File: config.mk
export PLATFORM = sky130hd
export DESIGN_NAME = serial_sub_nbit
export DESIGN_NICKNAME = d
export VERILOG_FILES = /design/src/rtl/serial_sub_nbit.sv
export SDC_FILE = /design/constraint.sdc
export NUM_CORES = 1
export LEC_CHECK = 0
export ABC_AREA = 1
export CAP_MARGIN = 20
export CORE_UTILIZATION = 43
export DETAILED_ROUTE_END_ITERATION = 8
export PLACE_DENSITY = 0.81
export SETUP_SLACK_MARGIN = 0.02
export SYNTH_ARGS = -nofsm -noshare
export SYNTH_HDL_FRONTEND = slang
export SYNTH_SLANG_ARGS = --single-unit
File: constraint.sdc
create_clock -name clk -period 1.2 [get_ports clk]
set_input_delay 0.24 -clock clk [delete_from_list [all_inputs] [get_ports clk]]
set_output_delay 0.24 -clock clk [all_outputs]
set_load 0.02 [all_outputs]
File: src/rtl/serial_sub_nbit.sv
// serial_sub_nbit: multi-cycle N-bit subtractor, diff = a - b - bin, STEP bits per clock LSB first.
// Operands enter through in_valid/in_ready and results leave through out_valid/out_ready.
// Optional macro SERIAL_SUB_OVF_EN adds the ovf output (two's-complement signed overflow).
module serial_sub_nbit #(
    parameter int unsigned N    = 4,
    parameter int unsigned STEP = 1
) (
    input  logic         clk,
    input  logic         rst_n,
    input  logic         in_valid,
    output logic         in_ready,
    input  logic [N-1:0] a,
    input  logic [N-1:0] b,
    input  logic         bin,
    output logic         out_valid,
    input  logic         out_ready,
    output logic [N-1:0] diff,
    output logic         bout
`ifdef SERIAL_SUB_OVF_EN
   ,output logic         ovf
`endif
);

    localparam int unsigned NSTEPS = N / STEP;
    localparam int unsigned CW     = (NSTEPS > 1) ? $clog2(NSTEPS) : 1;
    localparam int unsigned SW     = STEP + 1;

    localparam logic [1:0] S_IDLE = 2'd0;
    localparam logic [1:0] S_RUN  = 2'd1;
    localparam logic [1:0] S_DONE = 2'd2;

    // Reject parameter combinations that cannot be sliced evenly.
    if (N < 1 || STEP < 1 || (N % STEP) != 0) begin : g_param_check
        $error("serial_sub_nbit: need N >= 1, STEP >= 1 and N %% STEP == 0");
    end

    logic [1:0]    state_q,     state_d;
    logic [N-1:0]  a_q,         a_d;
    logic [N-1:0]  b_q,         b_d;
    logic [N-1:0]  diff_q,      diff_d;
    logic          borrow_q,    borrow_d;
    logic [CW-1:0] cnt_q,       cnt_d;
    logic          bout_q,      bout_d;
    logic          in_ready_q,  in_ready_d;
    logic          out_valid_q, out_valid_d;
    logic [SW-1:0] sub;
    logic          last;
`ifdef SERIAL_SUB_OVF_EN
    logic          a_sgn_q,     a_sgn_d;
    logic          b_sgn_q,     b_sgn_d;
    logic          ovf_q,       ovf_d;
`endif

    // Next-state, datapath and registered-output logic.
    always_comb begin
        state_d     = state_q;
        a_d         = a_q;
        b_d         = b_q;
        diff_d      = diff_q;
        borrow_d    = borrow_q;
        cnt_d       = cnt_q;
        bout_d      = bout_q;
`ifdef SERIAL_SUB_OVF_EN
        a_sgn_d     = a_sgn_q;
        b_sgn_d     = b_sgn_q;
        ovf_d       = ovf_q;
`endif
        // {borrow_next, slice} = a_slice - b_slice - borrow, in STEP+1 bits
        sub  = {1'b0, a_q[STEP-1:0]} - {1'b0, b_q[STEP-1:0]} - SW'(borrow_q);
        last = (cnt_q == CW'(NSTEPS - 1));

        case (state_q)
            S_IDLE: begin
                if (in_valid && in_ready_q) begin
                    a_d      = a;
                    b_d      = b;
                    borrow_d = bin;
                    cnt_d    = '0;
`ifdef SERIAL_SUB_OVF_EN
                    a_sgn_d  = a[N-1];
                    b_sgn_d  = b[N-1];
`endif
                    state_d  = S_RUN;
                end
            end
            S_RUN: begin
                a_d      = a_q >> STEP;
                b_d      = b_q >> STEP;
                diff_d   = (diff_q >> STEP) | (N'(sub[STEP-1:0]) << (N - STEP));
                borrow_d = sub[STEP];
                cnt_d    = cnt_q + CW'(1);
                if (last) begin
                    bout_d  = sub[STEP];
`ifdef SERIAL_SUB_OVF_EN
                    // Overflow only when operand signs differ and the result sign disagrees with a.
                    ovf_d   = (a_sgn_q != b_sgn_q) && (sub[STEP-1] != a_sgn_q);
`endif
                    state_d = S_DONE;
                end
            end
            S_DONE: begin
                if (out_ready) begin
                    state_d = S_IDLE;
                end
            end
            default: begin
                state_d = S_IDLE;
            end
        endcase

        in_ready_d  = (state_d == S_IDLE);
        out_valid_d = (state_d == S_DONE);
    end

    // State and datapath registers with synchronous active-low reset.
    always_ff @(posedge clk) begin
        if (!rst_n) begin
            state_q     <= S_IDLE;
            a_q         <= '0;
            b_q         <= '0;
            diff_q      <= '0;
            borrow_q    <= 1'b0;
            cnt_q       <= '0;
            bout_q      <= 1'b0;
            in_ready_q  <= 1'b0;
            out_valid_q <= 1'b0;
`ifdef SERIAL_SUB_OVF_EN
            a_sgn_q     <= 1'b0;
            b_sgn_q     <= 1'b0;
            ovf_q       <= 1'b0;
`endif
        end else begin
            state_q     <= state_d;
            a_q         <= a_d;
            b_q         <= b_d;
            diff_q      <= diff_d;
            borrow_q    <= borrow_d;
            cnt_q       <= cnt_d;
            bout_q      <= bout_d;
            in_ready_q  <= in_ready_d;
            out_valid_q <= out_valid_d;
`ifdef SERIAL_SUB_OVF_EN
            a_sgn_q     <= a_sgn_d;
            b_sgn_q     <= b_sgn_d;
            ovf_q       <= ovf_d;
`endif
        end
    end

    assign in_ready  = in_ready_q;
    assign out_valid = out_valid_q;
    assign diff      = diff_q;
    assign bout      = bout_q;
`ifdef SERIAL_SUB_OVF_EN
    assign ovf       = ovf_q;
`endif

endmodule

==> Word-level counts from Yosys, hierarchy flattened <==
Cells that the tools add are included.
{ "op_classes": {"addsub": 3, "n_eq_ne": 5, "mux": 12, "bitwise": 1, "n_reduce_logical": 6} }
{ "op_table": {"columns": ["operator", "count"], "rows": [
  ["4-bit one-hot mux with 2 select lines", 2],
  ["2-bit 2-to-1 mux", 4],
  ["4-bit 2-to-1 mux", 2],
  ["2-bit == test, second input constant", 3],
  ["2-bit one-hot mux with 3 select lines", 1],
  ["2-bit logical NOT", 2],
  ["3-bit by 4-bit OR with 4-bit output", 1],
  ["2-bit one-hot mux with 2 select lines", 1],
  ["2-bit AND reduction", 2],
  ["2-bit by 1-bit adder with 2-bit output, second input constant", 1],
  ["2-bit by 1-bit == test with 1-bit output, second input constant", 1],
  ["2-bit inequality test, second input constant", 1],
  ["1-bit one-hot mux with 2 select lines", 1],
  ["2-bit nonzero test", 1],
  ["1-bit by 1-bit subtractor with 2-bit output", 1],
  ["2-bit by 1-bit subtractor with 2-bit output", 1],
  ["1-bit logical AND", 1],
  ["1-bit 2-to-1 mux", 1]
]} }
{ "totals": {"regBits": 20, "in_bits": 13, "out_inout_bits": 7, "elab_cells": 36} }

==> Longest topological paths before layout <==
Gate-level depths: netlist of the first run.
{ "logic_depth": {"depth_word": 4, "ltp_mapped": 7, "mapped_depth_nobuf": 7} }

==> Worst setup path after synthesis of the first run <==
No wires, ideal clock.
{ "synth_path": {"kind": "reg2reg", "startpoint": "register a_q[0]", "endpoint": "register borrow_q", "setup_time_ns": 0.113, "arrival_time_ns": 1.034, "required_time_ns": 1.087, "setup_slack_ns": 0.053, "stages_incl_launch_ff": 7, "path_buffers": 0, "period_less_slack_ns": 1.147, "cell_sequence": "dfxtp_1 > inv_1 > fa_1 > nand3_1 > nand2_1 > nor2_1 > nor2_1"} }
{ "synth_via": {"elab_chain_len": 3} }
{ "synth_rtl": {"columns": ["item", "line", "text"], "rows": [
  ["start, declared", "38", "logic [N-1:0] a_q, a_d;"],
  ["start signal, assigned", "119", "a_q <= '0;"],
  ["start signal, assigned", "134", "a_q <= a_d;"],
  ["1-bit by 1-bit subtractor with 2-bit output", "69", "sub = {1'b0, a_q[STEP-1:0]} - {1'b0, b_q[STEP-1:0]} - SW'(borrow_q);"],
  ["2-bit by 1-bit subtractor with 2-bit output", "69", null],
  ["via sub[1]", "46", "logic [SW-1:0] sub;"],
  ["1-bit one-hot mux with 2 select lines", "72", "case (state_q)"],
  ["end signal, assigned", "137", "borrow_q <= borrow_d;"],
  ["end, declared", "41", "logic borrow_q, borrow_d;"]
]} }
The timed path passes the listed nets, and every way through them passes these cells.
A chain may end at the register's enable or synchronous reset.

==> Worst setup path after layout of the first run <==
{ "layout_path": {"startpoint": "register borrow_q", "endpoint": "register bout_q, in the netlist bout"} }
{ "layout_via": {"elab_chain_len": 1} }
{ "layout_rtl": {"columns": ["item", "line", "text"], "rows": [
  ["2-bit by 1-bit subtractor with 2-bit output", "69", null],
  ["via sub[1]", "46", null],
  ["end signal, assigned", "139", "bout_q <= bout_d;"],
  ["end, declared", "43", "logic bout_q, bout_d;"]
]} }
The timed path passes the listed nets, and every way through them passes these cells.

==> impl_results.html, run 1 <==
<table>
<tr><th>Metric</th><th>Value</th></tr>
<tr><th colspan="2">Critical path</th></tr>
<tr><td>Kind of end point of the critical path</td><td>register</td></tr>
<tr><td>Worst reg-to-reg setup slack</td><td>0.04 ns</td></tr>
<tr><td>Data required time at the worst endpoint</td><td>1.39 ns</td></tr>
<tr><td>Reg2Reg Capture Point</td><td>bout$_SDFFE_PN0P_</td></tr>
<tr><td>Library cell contributing the largest single delay on the critical path</td><td>sky130_fd_sc_hd__fa_2</td></tr>
<tr><td>Critical path, cell by cell</td><td>fa_2 &gt; buf_4 &gt; nand3_1 &gt; a21oi_1</td></tr>
<tr><td>CP bufs+invs</td><td>1</td></tr>
<tr><td>Origin of the critical flop-to-flop path</td><td>borrow_q$_SDFFE_PN0P_</td></tr>
<tr><td>Worst Path Max Fanout</td><td>2</td></tr>
<tr><td>Critical path arrival</td><td>1.35 ns</td></tr>
<tr><td>Sort of element at the start of the critical path</td><td>register</td></tr>
<tr><td>Type of the setup path with the least slack</td><td>reg2reg</td></tr>
<tr><td>Depth of the worst register-to-register path</td><td>4</td></tr>
<tr><td>Worst path max stage delay</td><td>0.40 ns</td></tr>
<tr><td>Path length in cells of the critical path</td><td>4</td></tr>
<tr><td>Family with the most delay on the worst path</td><td>adder cells</td></tr>
<tr><th colspan="2">Floorplanning</th></tr>
<tr><td>Core Footprint</td><td>0.00202 mm2</td></tr>
<tr><td>Die extent in y</td><td>49.1 um</td></tr>
<tr><td>Starting density of the core</td><td>0.472</td></tr>
<tr><td>Ports placed on the boundary</td><td>20</td></tr>
<tr><td>Number of standard-cell rows in the floorplan</td><td>16</td></tr>
<tr><td>Width of the chip</td><td>49.1 um</td></tr>
<tr><td>Die Outline Area</td><td>0.00241 mm2</td></tr>
<tr><th colspan="2">STA</th></tr>
<tr><td>Highest attainable clock frequency</td><td>863 MHz</td></tr>
<tr><td>Clk_skew</td><td>0.0110 ns</td></tr>
<tr><td>Post-Route Setup TNS</td><td>0 ns</td></tr>
<tr><td>Setup repair after global routing missed its margin</td><td>yes</td></tr>
<tr><td>Final slew viol count</td><td>0</td></tr>
<tr><td>Minimum period implied by the final worst setup slack</td><td>1.16 ns</td></tr>
<tr><td>Final-report setup violation count</td><td>0</td></tr>
<tr><td>Tightest Pin Transition</td><td>0.285 ns</td></tr>
<tr><td>Final period utilization</td><td>0.966</td></tr>
<tr><td>Max transition margin</td><td>0.809</td></tr>
<tr><td>Final hold violations</td><td>0</td></tr>
<tr><td>Worst Hold Margin</td><td>0.475 ns</td></tr>
<tr><th colspan="2">Route</th></tr>
<tr><td>Final antenna-violating net count</td><td>0</td></tr>
<tr><td>Via density</td><td>4.77</td></tr>
<tr><td>Initial DRC count</td><td>9</td></tr>
<tr><td>Post-route DRC</td><td>0</td></tr>
<tr><td>Vias after detailed routing</td><td>872</td></tr>
<tr><td>Post-detailed-route wirelength per cell</td><td>10.5 um</td></tr>
<tr><td>Sum of routed wire length over all layers</td><td>1.93 mm</td></tr>
<tr><td>Number of optimization iterations in the first detailed-route pass</td><td>4</td></tr>
<tr><th colspan="2">Synthesis</th></tr>
<tr><td>Count of cell types in the netlist</td><td>18</td></tr>
<tr><td>Number of synthesized register bits</td><td>20</td></tr>
<tr><td>Mapped Avg Cell Area</td><td>7.34 um2</td></tr>
<tr><td>Netlist area before placement</td><td>955 um2</td></tr>
<tr><td>Ys Warns</td><td>0</td></tr>
<tr><td>Fraction of the yosys area taken by sequential cells</td><td>0.419</td></tr>
<tr><td>Cells after synthesis</td><td>130</td></tr>
<tr><td>Post-synthesis net count</td><td>145</td></tr>
<tr><th colspan="2">CTS</th></tr>
<tr><td>Total CTS buffers</td><td>3</td></tr>
<tr><td>Level count of the clock H-tree</td><td>1</td></tr>
<tr><td>Clock Sink Count</td><td>20</td></tr>
<tr><td>Clock tree from TritonCTS</td><td>done</td></tr>
<tr><td>Clk slew on worst S/H paths</td><td>0.12 ns</td></tr>
<tr><td>Max clock buf depth</td><td>2</td></tr>
<tr><td>Skew-Pair Late Insertion Delay</td><td>0.30 ns</td></tr>
<tr><td>Cell at the root of the clock tree</td><td>sky130_fd_sc_hd__clkbuf_4</td></tr>
<tr><th colspan="2">Global routing</th></tr>
<tr><td>GR Util All Layers</td><td>0.180</td></tr>
<tr><td>Number of global-route vias before repair</td><td>834</td></tr>
<tr><td>Antenna violations before repair</td><td>0</td></tr>
<tr><td>Overflow after GRT</td><td>0</td></tr>
<tr><td>Global-route wire length before repair</td><td>3.39 mm</td></tr>
<tr><td>Pin count of the biggest net entering global routing</td><td>14</td></tr>
<tr><th colspan="2">Pwr</th></tr>
<tr><td>P per Cell Area</td><td>1140 mW/mm2</td></tr>
<tr><td>Max VDD drop</td><td>0.820 mV</td></tr>
<tr><td>Static power due to leakage</td><td>0.000583 uW</td></tr>
<tr><th colspan="2">Layout</th></tr>
<tr><td>Post-Layout Cell Count</td><td>183</td></tr>
<tr><td>Layout cell share with drive strength beyond 1</td><td>0.218</td></tr>
<tr><td>Leading cell type in the layout, fill and taps excluded</td><td>sky130_fd_sc_hd__nand2_1</td></tr>
<tr><td>Synth-to-Final Area Change</td><td>26.1%</td></tr>
<tr><td>Number of nets in the finished design</td><td>172</td></tr>
<tr><td>Diode count</td><td>0</td></tr>
<tr><td>Most frequent cells in the layout</td><td>sky130_fd_sc_hd__nand2_1, sky130_fd_sc_hd__nor2_1, sky130_fd_sc_hd__dfxtp_1</td></tr>
<tr><td>Post-route standard cell area excluding fillers</td><td>0.00120 mm2</td></tr>
<tr><th colspan="2">Place</th></tr>
<tr><td>Buffers on Ports</td><td>19</td></tr>
<tr><td>Standard cell area after detailed placement</td><td>0.00118 mm2</td></tr>
<tr><td>Count of placed standard cells including taps</td><td>178</td></tr>
<tr><td>DP HPWL</td><td>1.41 mm</td></tr>
<tr><td>Last weighted congestion value of the routability-driven placer</td><td>0.815</td></tr>
<tr><th colspan="2">Flow run</th></tr>
<tr><td>Max_cap viols</td><td>0</td></tr>
<tr><th colspan="2">Hold path</th></tr>
<tr><td>Hold Startpoint</td><td>bout$_SDFFE_PN0P_</td></tr>
<tr><td>Tightest Hold Check Type</td><td>reg2reg</td></tr>
<tr><td>Hold path cells</td><td>2</td></tr>
<tr><td>Min-Delay Endpoint</td><td>bout$_SDFFE_PN0P_</td></tr>
<tr><th colspan="2">Outcome</th></tr>
<tr><td>Status</td><td>finished clean</td></tr>
</table>
[cells by family (layout without fill, tap and decap cells)]
| family | after synthesis | in the layout | share of synthesized area |
|---|---|---|---|
| AND/OR/NAND/NOR | 76 | 76 | 0.360 |
| flip-flops | 20 | 20 | 0.419 |
| buffers and inverters | 18 | 44 | 0.106 |
| AO/OA/AOI/OAI | 14 | 14 | 0.0799 |
| adder cells (fa/ha/maj) | 2 | 2 | 0.0341 |
[layer usage]
| layer | global-route usage | share of wire |
|---|---|---|
| met1 | 0.229 | 0.49 |
| met2 | 0.290 | 0.45 |
| met3 | 0.0312 | 0.054 |
| met4 | 0.0882 | 0.0052 |
| met5 | 0 | 0 |
[worst max-delay path by stage]
stage	start	end	slack, ns
final	borrow_q$_SDFFE_PN0P_	bout$_SDFFE_PN0P_	0.04
after global routing	state_q[0]$_SDFF_PN0_	a_q[2]$_SDFFE_PN0P_	0.004
after CTS	state_q[0]$_SDFF_PN0_	out_valid$_SDFF_PN0_	0.02
after detailed placement	in_valid	a_q[0]$_SDFFE_PN0P_	-0.15
after global placement	in_valid	cnt_q[1]$_SDFFE_PN0P_	-0.11
after floorplan	a_q[0]$_SDFFE_PN0P_	borrow_q$_SDFFE_PN0P_	0.05
[where the power goes]
group          switching, uW  total [uW]  internal, uW
Combinational            134         257           124
Clock                    203         388           185
Sequential              24.9         727           702
[area by class of cell]
type	instances	area, um2
fill	193	818
multi-input combinational	92	460
sequential	20	407
timing repair buffer	27	215
inverter	13	51.3
clock buffer	4	36.3
tap	27	33.8
[sequential cells by signal (all words and copies together), names as in the netlist]
register,cells
cnt_q,2
state_q,2
in_ready,1
a_q,4
borrow_q,1
b_q,4
diff,4
out_valid,1
bout,1
[what timing repair did]
item                       CTS  global route
setup endpoints to repair    8            26
pin swaps                    0             3
setup buffers                0             1
resized for setup           21            13
hold buffers                 0             0
[stage by stage]
step           setup WS [ns]  power (uW)   util
6_report              0.0409        1370  0.595
5_1_grt              0.00402        1460  0.595
4_1_cts               0.0207        1380  0.606
3_5_place_dp          -0.154         997  0.583
3_3_place_gp          -0.112         987  0.583
2_1_floorplan         0.0526         902      -
[worst min-delay path, stage by stage, from the launching register on]
cell	delay, ns
sky130_fd_sc_hd__dfxtp_1	0.32
sky130_fd_sc_hd__nand2_1	0.06
sky130_fd_sc_hd__a21oi_1	0.06
[synth_stat cells]
cell type	n	area, um2
sky130_fd_sc_hd__dfxtp_1	20	400
sky130_fd_sc_hd__nand2_2	1	6.26
sky130_fd_sc_hd__buf_4	1	7.51
sky130_fd_sc_hd__nand3_1	17	85.1
sky130_fd_sc_hd__inv_2	2	7.51
sky130_fd_sc_hd__a21oi_1	7	35.0
sky130_fd_sc_hd__nand3_2	4	40.0
sky130_fd_sc_hd__fa_1	1	20.0
sky130_fd_sc_hd__o21ai_0	5	25.0
sky130_fd_sc_hd__o21ai_2	1	8.76
sky130_fd_sc_hd__inv_1	11	41.3
sky130_fd_sc_hd__buf_6	4	45.0
sky130_fd_sc_hd__ha_1	1	12.5
sky130_fd_sc_hd__a21o_1	1	7.51
sky130_fd_sc_hd__nand2_4	1	11.3
sky130_fd_sc_hd__nand2_1	28	105
sky130_fd_sc_hd__nor2_1	24	90.1
sky130_fd_sc_hd__nor2_2	1	6.26
(Power assumes the default switching activity.)
==> run 2: changes to the inputs <==
--- a/config.mk
+++ b/config.mk
@@ -7,10 +7,12 @@
 export LEC_CHECK = 0
 export ABC_AREA = 1
 export CAP_MARGIN = 20
+export CORE_MARGIN = 2
 export CORE_UTILIZATION = 43
 export DETAILED_ROUTE_END_ITERATION = 8
 export PLACE_DENSITY = 0.81
 export SETUP_SLACK_MARGIN = 0.02
+export SLEW_MARGIN = 40
 export SYNTH_ARGS = -nofsm -noshare
 export SYNTH_HDL_FRONTEND = slang
 export SYNTH_SLANG_ARGS = --single-unit
==> run 2 against run 1 <==
Compared with the run above: design area up 3.6%; largest power group unchanged; highest routed layer unchanged; first-iteration DRC count increased by 67%; global-route usage is 1.0 points lower; critical path type unchanged; critical endpoint unchanged.
==> impl_results.html, run 2 (synthesis gave the netlist of run 1 again) <==
<table>
<tr><th>Metric</th><th>Value</th></tr>
<tr><th colspan="2">Pwr</th></tr>
<tr><td>Switching share of total power</td><td>0.242 (was 0.263)</td></tr>
<tr><td>P per Cell Area</td><td>1240 mW/mm2 (was 1140 mW/mm2)</td></tr>
<tr><td>Combinational share of power</td><td>0.174 (was 0.188)</td></tr>
<tr><td>Power consumption</td><td>1550 uW (was 1370 uW)</td></tr>
<tr><td>Max VDD drop</td><td>0.740 mV (was 0.820 mV)</td></tr>
<tr><td>Power spent charging and discharging nets</td><td>375 uW (was 361 uW)</td></tr>
<tr><td>Register share of total power</td><td>0.471 (was 0.530)</td></tr>
<tr><td>Static power due to leakage</td><td>0.000601 uW (was 0.000583 uW)</td></tr>
<tr><td>Relative contribution of the clock network to total power</td><td>0.355 (was 0.283)</td></tr>
<tr><td>P_int</td><td>1170 uW (was 1010 uW)</td></tr>
<tr><th colspan="2">STA</th></tr>
<tr><td>Final hold violations</td><td>0 (unchanged)</td></tr>
<tr><td>Minimum period implied by the final worst setup slack</td><td>1.16 ns (about the same)</td></tr>
<tr><td>Setup repair after global routing missed its margin</td><td>yes (unchanged)</td></tr>
<tr><td>Post-Route Setup TNS</td><td>0 ns (unchanged)</td></tr>
<tr><td>Max transition margin</td><td>0.817 (was 0.809)</td></tr>
<tr><td>Final slew viol count</td><td>0 (unchanged)</td></tr>
<tr><td>Final-report setup violation count</td><td>0 (unchanged)</td></tr>
<tr><td>Final worst-path setup slack</td><td>0.0414 ns (was 0.0409 ns)</td></tr>
<tr><td>Final period utilization</td><td>0.965 (was 0.966)</td></tr>
<tr><td>Clk_skew</td><td>0.00506 ns (was 0.0110 ns)</td></tr>
<tr><td>Highest attainable clock frequency</td><td>863 MHz (about the same)</td></tr>
<tr><td>Tightest Pin Transition</td><td>0.275 ns (was 0.285 ns)</td></tr>
<tr><th colspan="2">Layout</th></tr>
<tr><td>FILL cells</td><td>205 (was 193)</td></tr>
<tr><td>Synth-to-Final Area Change</td><td>30.7% (was 26.1%)</td></tr>
<tr><td>Area used by multi-input combinational logic</td><td>465 um2 (was 460 um2)</td></tr>
<tr><td>Layout cell share with drive strength beyond 1</td><td>0.229 (was 0.218)</td></tr>
<tr><td>Reg area</td><td>404 um2 (was 407 um2)</td></tr>
<tr><td>Leading cell type in the layout, fill and taps excluded</td><td>sky130_fd_sc_hd__nand2_1 (unchanged)</td></tr>
<tr><td>Most frequent cells in the layout</td><td>sky130_fd_sc_hd__nand2_1, sky130_fd_sc_hd__nor2_1, sky130_fd_sc_hd__dfxtp_1 (unchanged)</td></tr>
<tr><td>Diode count</td><td>0 (unchanged)</td></tr>
<tr><td>Number of nets in the finished design</td><td>173 (was 172)</td></tr>
<tr><th colspan="2">Place</th></tr>
<tr><td>Pre-CTS setup slack</td><td>-0.165 ns (was -0.154 ns)</td></tr>
<tr><td>Last weighted congestion value of the routability-driven placer</td><td>0.786 (was 0.815)</td></tr>
<tr><td>DP HPWL</td><td>1.46 mm (was 1.41 mm)</td></tr>
<tr><td>Buffers on Ports</td><td>19 (unchanged)</td></tr>
<tr><th colspan="2">Floorplanning</th></tr>
<tr><td>Width of the chip</td><td>51.1 um (was 49.1 um)</td></tr>
<tr><td>Starting density of the core</td><td>0.444 (was 0.472)</td></tr>
<tr><td>Die Outline Area</td><td>0.00261 mm2 (was 0.00241 mm2)</td></tr>
<tr><td>Ports placed on the boundary</td><td>20 (unchanged)</td></tr>
<tr><td>Die extent in y</td><td>51.1 um (was 49.1 um)</td></tr>
<tr><td>Core Footprint</td><td>0.00215 mm2 (was 0.00202 mm2)</td></tr>
<tr><td>Number of standard-cell rows in the floorplan</td><td>17 (was 16)</td></tr>
<tr><th colspan="2">Critical path</th></tr>
<tr><td>Critical path, cell by cell</td><td>inv_2 &gt; fa_2 &gt; buf_4 &gt; nand3_1 &gt; a21oi_1 (was fa_2 &gt; buf_4 &gt; nand3_1 &gt; a21oi_1)</td></tr>
<tr><td>Worst Path Max Fanout</td><td>2 (unchanged)</td></tr>
<tr><td>Critical path arrival</td><td>1.36 ns (was 1.35 ns)</td></tr>
<tr><td>Worst path max stage delay</td><td>0.39 ns (was 0.40 ns)</td></tr>
<tr><td>Library cell contributing the largest single delay on the critical path</td><td>sky130_fd_sc_hd__fa_2 (unchanged)</td></tr>
<tr><td>Sort of element at the start of the critical path</td><td>register (unchanged)</td></tr>
<tr><td>Kind of end point of the critical path</td><td>register (unchanged)</td></tr>
<tr><td>Type of the setup path with the least slack</td><td>reg2reg (unchanged)</td></tr>
<tr><td>Data required time at the worst endpoint</td><td>1.40 ns (was 1.39 ns)</td></tr>
<tr><th colspan="2">Global routing</th></tr>
<tr><td>Pin count of the biggest net entering global routing</td><td>15 (was 14)</td></tr>
<tr><td>GR Util All Layers</td><td>0.170 (was 0.180)</td></tr>
<tr><td>Number of global-route vias before repair</td><td>852 (was 834)</td></tr>
<tr><td>Overflow after GRT</td><td>0 (unchanged)</td></tr>
<tr><td>Antenna violations before repair</td><td>0 (unchanged)</td></tr>
<tr><td>Global-route wire length before repair</td><td>3.35 mm (was 3.39 mm)</td></tr>
<tr><th colspan="2">Route</th></tr>
<tr><td>Post-route DRC</td><td>0 (unchanged)</td></tr>
<tr><td>Sum of routed wire length over all layers</td><td>2.01 mm (was 1.93 mm)</td></tr>
<tr><td>Number of optimization iterations in the first detailed-route pass</td><td>4 (unchanged)</td></tr>
<tr><td>Initial DRC count</td><td>15 (was 9)</td></tr>
<tr><td>Post-detailed-route wirelength per cell</td><td>10.8 um (was 10.5 um)</td></tr>
<tr><td>Via density</td><td>4.88 (was 4.77)</td></tr>
<tr><td>Vias after detailed routing</td><td>903 (was 872)</td></tr>
<tr><td>Final antenna-violating net count</td><td>0 (unchanged)</td></tr>
<tr><th colspan="2">CTS</th></tr>
<tr><td>Clock Sink Count</td><td>20 (unchanged)</td></tr>
<tr><td>Max clock buf depth</td><td>2 (unchanged)</td></tr>
<tr><td>Skew-Pair Late Insertion Delay</td><td>0.30 ns (about the same)</td></tr>
<tr><td>Clock tree from TritonCTS</td><td>done (unchanged)</td></tr>
<tr><td>Cell at the root of the clock tree</td><td>sky130_fd_sc_hd__clkbuf_4 (unchanged)</td></tr>
<tr><td>Total CTS buffers</td><td>3 (unchanged)</td></tr>
<tr><td>Hold buffer count at cts</td><td>0 (unchanged)</td></tr>
<tr><td>Level count of the clock H-tree</td><td>1 (unchanged)</td></tr>
<tr><td>Clk slew on worst S/H paths</td><td>0.12 ns (about the same)</td></tr>
<tr><th colspan="2">Outcome</th></tr>
<tr><td>Status</td><td>finished clean (unchanged)</td></tr>
<tr><th colspan="2">Flow run</th></tr>
<tr><td>Max_cap viols</td><td>0 (unchanged)</td></tr>
<tr><th colspan="2">Hold path</th></tr>
<tr><td>Tightest Hold Check Type</td><td>reg2reg (unchanged)</td></tr>
</table>
-- run 2: metal layers --
layer  global-route usage  wire length (um)  up-vias
li1                     -                 -      465
met1                0.200               911      414
met2                0.286               969       18
met3               0.0263                66        6
met4                0.108                58        0
met5                    0                 0        -
-- run 2: area by class of cell --
class,count,share of cell area
Multi-Input combinational cell,92,0.373
Clock inverter,1,0.0241
Inverter,13,0.0391
Tap cell,28,0.0281
Sequential cell,20,0.324
Clock buffer,3,0.0181
Timing Repair Buffer,28,0.194
-- run 2: repair_timing --
action | 4_1_cts | 5_1_grt
pin swaps | 1 | 2
setup endpoints to repair | 8 | 7
gates resized for setup | 24 | 9
setup buffers | 0 | 1
-- run 2: worst paths after layout --
check / from / endpoint / slack (ns) / depth (start not counted)
max reg2reg: a_q[0]$_SDFFE_PN0P_ / bout$_SDFFE_PN0P_ / 0.04 / 5
max: a_q[0]$_SDFFE_PN0P_ / bout$_SDFFE_PN0P_ / 0.04 / 5
min: bout$_SDFFE_PN0P_ / bout$_SDFFE_PN0P_ / 0.47 / 2
min reg2reg: bout$_SDFFE_PN0P_ / bout$_SDFFE_PN0P_ / 0.47 / 2
-- run 2: per-stage QoR --
step	area, um2	hold slack, ns	util	std cells
6_report	1250	0.471	0.581	185
5_1_grt	1250	0.499	0.581	185
4_1_cts	1250	0.481	0.582	184
3_5_place_dp	1200	0.460	0.559	180
3_3_place_gp	1200	0.448	0.559	180
2_1_floorplan	955	0.378	-	130
-- run 2: critical path, delay by kind of cell (launching register included) --
family,cells,cell delay (ns)
adder cells (fa/ha/maj),1,0.39
AND/OR/NAND/NOR,1,0.07
flip-flops,1,0.34
AO/OA/AOI/OAI,1,0.06
buffers and inverters,2,0.19
-- run 2: power by group through the flow --
stage	combinational (uW)	clock (uW)	sequential, uW
after floorplan	154	0	748
after global placement	255	0	741
after detailed placement	263	0	742
after CTS	261	557	729
after global routing	301	588	734
final	270	549	730
==> run 3: changes to the inputs <==
--- a/config.mk
+++ b/config.mk
@@ -8,9 +8,9 @@
 export ABC_AREA = 1
 export CAP_MARGIN = 20
 export CORE_MARGIN = 2
-export CORE_UTILIZATION = 43
+export CORE_UTILIZATION = 44
 export DETAILED_ROUTE_END_ITERATION = 8
-export PLACE_DENSITY = 0.81
+export PLACE_DENSITY = 0.82
 export SETUP_SLACK_MARGIN = 0.02
 export SLEW_MARGIN = 40
 export SYNTH_ARGS = -nofsm -noshare
==> run 3 against run 2 <==
Compared with the run above: combinational power decreased by 5%; clock power decreased by 31%; setup slack improved by 0.055 ns; die area decreased by 2.1%; count of clock-buffer cells in the layout increased by 1; critical endpoint is now borrow_q$_SDFFE_PN0P_; highest routed layer unchanged; largest power group unchanged; design area decreased by 1.8%; worst hold slack improved by 0.00052 ns; sequential share of layout area increased by 0.90 points; largest cell class unchanged; sequential cell count unchanged.
==> impl_results.html, run 3 (synthesis gave the netlist of run 1 again) <==
<table>
<tr><th>Metric</th><th>Value</th></tr>
<tr><th colspan="2">CTS</th></tr>
<tr><td>Clk slew on worst S/H paths</td><td>0.11 ns (was 0.12 ns)</td></tr>
<tr><td>Clock tree from TritonCTS</td><td>done (unchanged)</td></tr>
<tr><td>Clock Sink Count</td><td>20 (unchanged)</td></tr>
<tr><td>Skew-Pair Late Insertion Delay</td><td>0.29 ns (was 0.30 ns)</td></tr>
<tr><td>Max clock buf depth</td><td>2 (unchanged)</td></tr>
<tr><td>Level count of the clock H-tree</td><td>1 (unchanged)</td></tr>
<tr><td>Total CTS buffers</td><td>3 (unchanged)</td></tr>
<tr><td>Cell at the root of the clock tree</td><td>sky130_fd_sc_hd__clkbuf_4 (unchanged)</td></tr>
<tr><th colspan="2">Critical path</th></tr>
<tr><td>Family with the most delay on the worst path</td><td>adder cells (unchanged)</td></tr>
<tr><td>Reg2Reg Capture Point</td><td>borrow_q$_SDFFE_PN0P_ (was bout$_SDFFE_PN0P_)</td></tr>
<tr><td>Worst path max stage delay</td><td>0.39 ns (about the same)</td></tr>
<tr><td>Library cell contributing the largest single delay on the critical path</td><td>sky130_fd_sc_hd__fa_2 (unchanged)</td></tr>
<tr><td>Most frequent CP cell</td><td>sky130_fd_sc_hd__nor2_1</td></tr>
<tr><td>Sort of element at the start of the critical path</td><td>register (unchanged)</td></tr>
<tr><td>Worst Path Max Fanout</td><td>2 (unchanged)</td></tr>
<tr><td>Origin of the critical flop-to-flop path</td><td>borrow_q$_SDFFE_PN0P_ (was a_q[0]$_SDFFE_PN0P_)</td></tr>
<tr><td>Worst reg-to-reg setup slack</td><td>0.1 ns (was 0.04 ns)</td></tr>
<tr><td>CP bufs+invs</td><td>0 (was 2)</td></tr>
<tr><td>Critical path arrival</td><td>1.30 ns (was 1.36 ns)</td></tr>
<tr><td>Data required time at the worst endpoint</td><td>1.40 ns (about the same)</td></tr>
<tr><td>Type of the setup path with the least slack</td><td>reg2reg (unchanged)</td></tr>
<tr><td>Kind of end point of the critical path</td><td>register (unchanged)</td></tr>
<tr><td>Critical path, cell by cell</td><td>fa_2 &gt; nand3_1 &gt; nand2_1 &gt; nor2_1 &gt; nor2_1 (was inv_2 &gt; fa_2 &gt; buf_4 &gt; nand3_1 &gt; a21oi_1)</td></tr>
<tr><td>Depth of the worst register-to-register path</td><td>5 (unchanged)</td></tr>
<tr><th colspan="2">Global routing</th></tr>
<tr><td>Antenna violations before repair</td><td>0 (unchanged)</td></tr>
<tr><td>Overflow after GRT</td><td>0 (unchanged)</td></tr>
<tr><td>GR Util All Layers</td><td>0.171 (was 0.170)</td></tr>
<tr><td>Global-route wire length before repair</td><td>3.37 mm (was 3.35 mm)</td></tr>
<tr><td>Pin count of the biggest net entering global routing</td><td>14 (was 15)</td></tr>
<tr><td>Number of global-route vias before repair</td><td>836 (was 852)</td></tr>
<tr><th colspan="2">Hold path</th></tr>
<tr><td>Tightest Hold Check Type</td><td>reg2reg (unchanged)</td></tr>
<tr><td>Hold Startpoint</td><td>bout$_SDFFE_PN0P_ (unchanged)</td></tr>
<tr><td>Hold path cells</td><td>2 (unchanged)</td></tr>
<tr><td>Min-Delay Endpoint</td><td>bout$_SDFFE_PN0P_ (unchanged)</td></tr>
<tr><th colspan="2">Layout</th></tr>
<tr><td>Post-route standard cell area excluding fillers</td><td>0.00122 mm2 (was 0.00125 mm2)</td></tr>
<tr><td>FILL cells</td><td>191 (was 205)</td></tr>
<tr><td>Number of nets in the finished design</td><td>174 (was 173)</td></tr>
<tr><td>Synth-to-Final Area Change</td><td>28.3% (was 30.7%)</td></tr>
<tr><td>Diode count</td><td>0 (unchanged)</td></tr>
<tr><td>Layout cell share with drive strength beyond 1</td><td>0.241 (was 0.229)</td></tr>
<tr><td>Leading cell type in the layout, fill and taps excluded</td><td>sky130_fd_sc_hd__nand2_1 (unchanged)</td></tr>
<tr><td>Most frequent cells in the layout</td><td>sky130_fd_sc_hd__nand2_1, sky130_fd_sc_hd__nor2_1, sky130_fd_sc_hd__nand3_1 (was sky130_fd_sc_hd__nand2_1, sky130_fd_sc_hd__nor2_1, sky130_fd_sc_hd__dfxtp_1)</td></tr>
<tr><td>Reg area</td><td>408 um2 (was 404 um2)</td></tr>
<tr><td>Area used by multi-input combinational logic</td><td>455 um2 (was 465 um2)</td></tr>
<tr><th colspan="2">Floorplanning</th></tr>
<tr><td>Starting density of the core</td><td>0.477 (was 0.444)</td></tr>
<tr><td>Core Footprint</td><td>0.00200 mm2 (was 0.00215 mm2)</td></tr>
<tr><td>Ports placed on the boundary</td><td>20 (unchanged)</td></tr>
<tr><td>Width of the chip</td><td>50.6 um (was 51.1 um)</td></tr>
<tr><td>Die Outline Area</td><td>0.00256 mm2 (was 0.00261 mm2)</td></tr>
<tr><td>Number of standard-cell rows in the floorplan</td><td>16 (was 17)</td></tr>
<tr><td>Die extent in y</td><td>50.6 um (was 51.1 um)</td></tr>
<tr><th colspan="2">Route</th></tr>
<tr><td>Number of optimization iterations in the first detailed-route pass</td><td>4 (unchanged)</td></tr>
<tr><td>Sum of routed wire length over all layers</td><td>1.87 mm (was 2.01 mm)</td></tr>
<tr><td>Vias after detailed routing</td><td>868 (was 903)</td></tr>
<tr><td>Post-route DRC</td><td>0 (unchanged)</td></tr>
<tr><td>Initial DRC count</td><td>22 (was 15)</td></tr>
<tr><td>Final antenna-violating net count</td><td>0 (unchanged)</td></tr>
<tr><td>Via density</td><td>4.69 (was 4.88)</td></tr>
<tr><td>Post-detailed-route wirelength per cell</td><td>10.1 um (was 10.8 um)</td></tr>
<tr><th colspan="2">Pwr</th></tr>
<tr><td>Static power due to leakage</td><td>0.000599 uW (was 0.000601 uW)</td></tr>
<tr><td>P per Cell Area</td><td>1120 mW/mm2 (was 1240 mW/mm2)</td></tr>
<tr><td>Max VDD drop</td><td>0.774 mV (was 0.740 mV)</td></tr>
<tr><td>Power consumption</td><td>1370 uW (was 1550 uW)</td></tr>
<tr><th colspan="2">STA</th></tr>
<tr><td>Worst Hold Margin</td><td>0.471 ns (about the same)</td></tr>
<tr><td>Minimum period implied by the final worst setup slack</td><td>1.10 ns (was 1.16 ns)</td></tr>
<tr><td>Final-report setup violation count</td><td>0 (unchanged)</td></tr>
<tr><td>Tightest Pin Transition</td><td>0.276 ns (was 0.275 ns)</td></tr>
<tr><td>Highest attainable clock frequency</td><td>906 MHz (was 863 MHz)</td></tr>
<tr><td>Max transition margin</td><td>0.816 (was 0.817)</td></tr>
<tr><td>Final hold violations</td><td>0 (unchanged)</td></tr>
<tr><td>Clk_skew</td><td>0.00229 ns (was 0.00506 ns)</td></tr>
<tr><td>Setup repair after global routing missed its margin</td><td>no (was yes)</td></tr>
<tr><td>Final period utilization</td><td>0.920 (was 0.965)</td></tr>
<tr><td>Final slew viol count</td><td>0 (unchanged)</td></tr>
<tr><th colspan="2">Place</th></tr>
<tr><td>DP HPWL</td><td>1.46 mm (about the same)</td></tr>
<tr><td>Standard cell area after detailed placement</td><td>0.00121 mm2 (was 0.00120 mm2)</td></tr>
<tr><td>Buffers on Ports</td><td>19 (unchanged)</td></tr>
<tr><td>Last weighted congestion value of the routability-driven placer</td><td>0.775 (was 0.786)</td></tr>
<tr><th colspan="2">Outcome</th></tr>
<tr><td>Status</td><td>finished clean (unchanged)</td></tr>
<tr><th colspan="2">Flow run</th></tr>
<tr><td>Max_cap viols</td><td>0 (unchanged)</td></tr>
</table>
run 3: changes by cell type in the layout (fill, tap and decap cells not counted), sizes merged:
cell,change
buf,+2
clkbuf,+1
clkdlybuf4s15,-1
bufinv,-1
run 3: what timing repair did:
| item | CTS | global route |
|---|---|---|
| hold buffers | 0 | 0 |
| setup buffers | 0 | 0 |
| gates resized for setup | 21 | 13 |
| hold endpoints to repair | 0 | 0 |
| setup endpoints to repair | 8 | 19 |
| pin swaps | 0 | 2 |
run 3: worst max path at each step:
stage                     cells past startpoint  slack (ns)                   from               endpoint
final                                         5         0.1  borrow_q$_SDFFE_PN0P_  borrow_q$_SDFFE_PN0P_
after global routing                          5        0.02  borrow_q$_SDFFE_PN0P_  borrow_q$_SDFFE_PN0P_
after CTS                                     1        0.02   out_valid$_SDFF_PN0_              out_valid
after detailed placement                      7       -0.15               in_valid  borrow_q$_SDFFE_PN0P_
after global placement                        6       -0.11               in_valid  cnt_q[1]$_SDFFE_PN0P_
after floorplan                               6        0.05    a_q[0]$_SDFFE_PN0P_  borrow_q$_SDFFE_PN0P_
run 3: worst min-delay path: cells and delay by family (launching register included):
family           cells  cell delay, ns
AO/OA/AOI/OAI        1            0.05
flip-flops           1            0.32
AND/OR/NAND/NOR      1            0.06
run 3: layout make-up:
type / instances / share of cell area
Multi-Input combinational cell: 92 / 0.372
Tap cell: 27 / 0.0276
Clock buffer: 4 / 0.0296
Timing Repair Buffer: 29 / 0.198
Sequential cell: 20 / 0.333
Inverter: 13 / 0.0398
run 3: stage by stage:
| stage | std cells | setup TNS, ns | util | worst slack [ns] |
|---|---|---|---|---|
| after floorplan | 130 | 0 | - | 0.0526 |
| after global placement | 181 | -1.21 | 0.606 | -0.111 |
| after detailed placement | 181 | -1.84 | 0.606 | -0.147 |
| after CTS | 185 | 0 | 0.629 | 0.0203 |
| after global routing | 185 | 0 | 0.612 | 0.0237 |
| final | 185 | 0 | 0.612 | 0.0964 |
run 3: power breakdown:
part,leakage (uW),internal [uW],switching [uW],total [uW]
combinational,0.000412,126,131,257
sequential,0.000166,706,25.3,731
clock,0.0000210,185,195,380
run 3: per-layer routing:
layer  vias up  share of wire  global-route usage
li1        467              -                   -
met1       382           0.49               0.225
met2        17           0.46               0.276
met3         2          0.039              0.0238
met4         0          0.012              0.0811
met5         -              0                   0
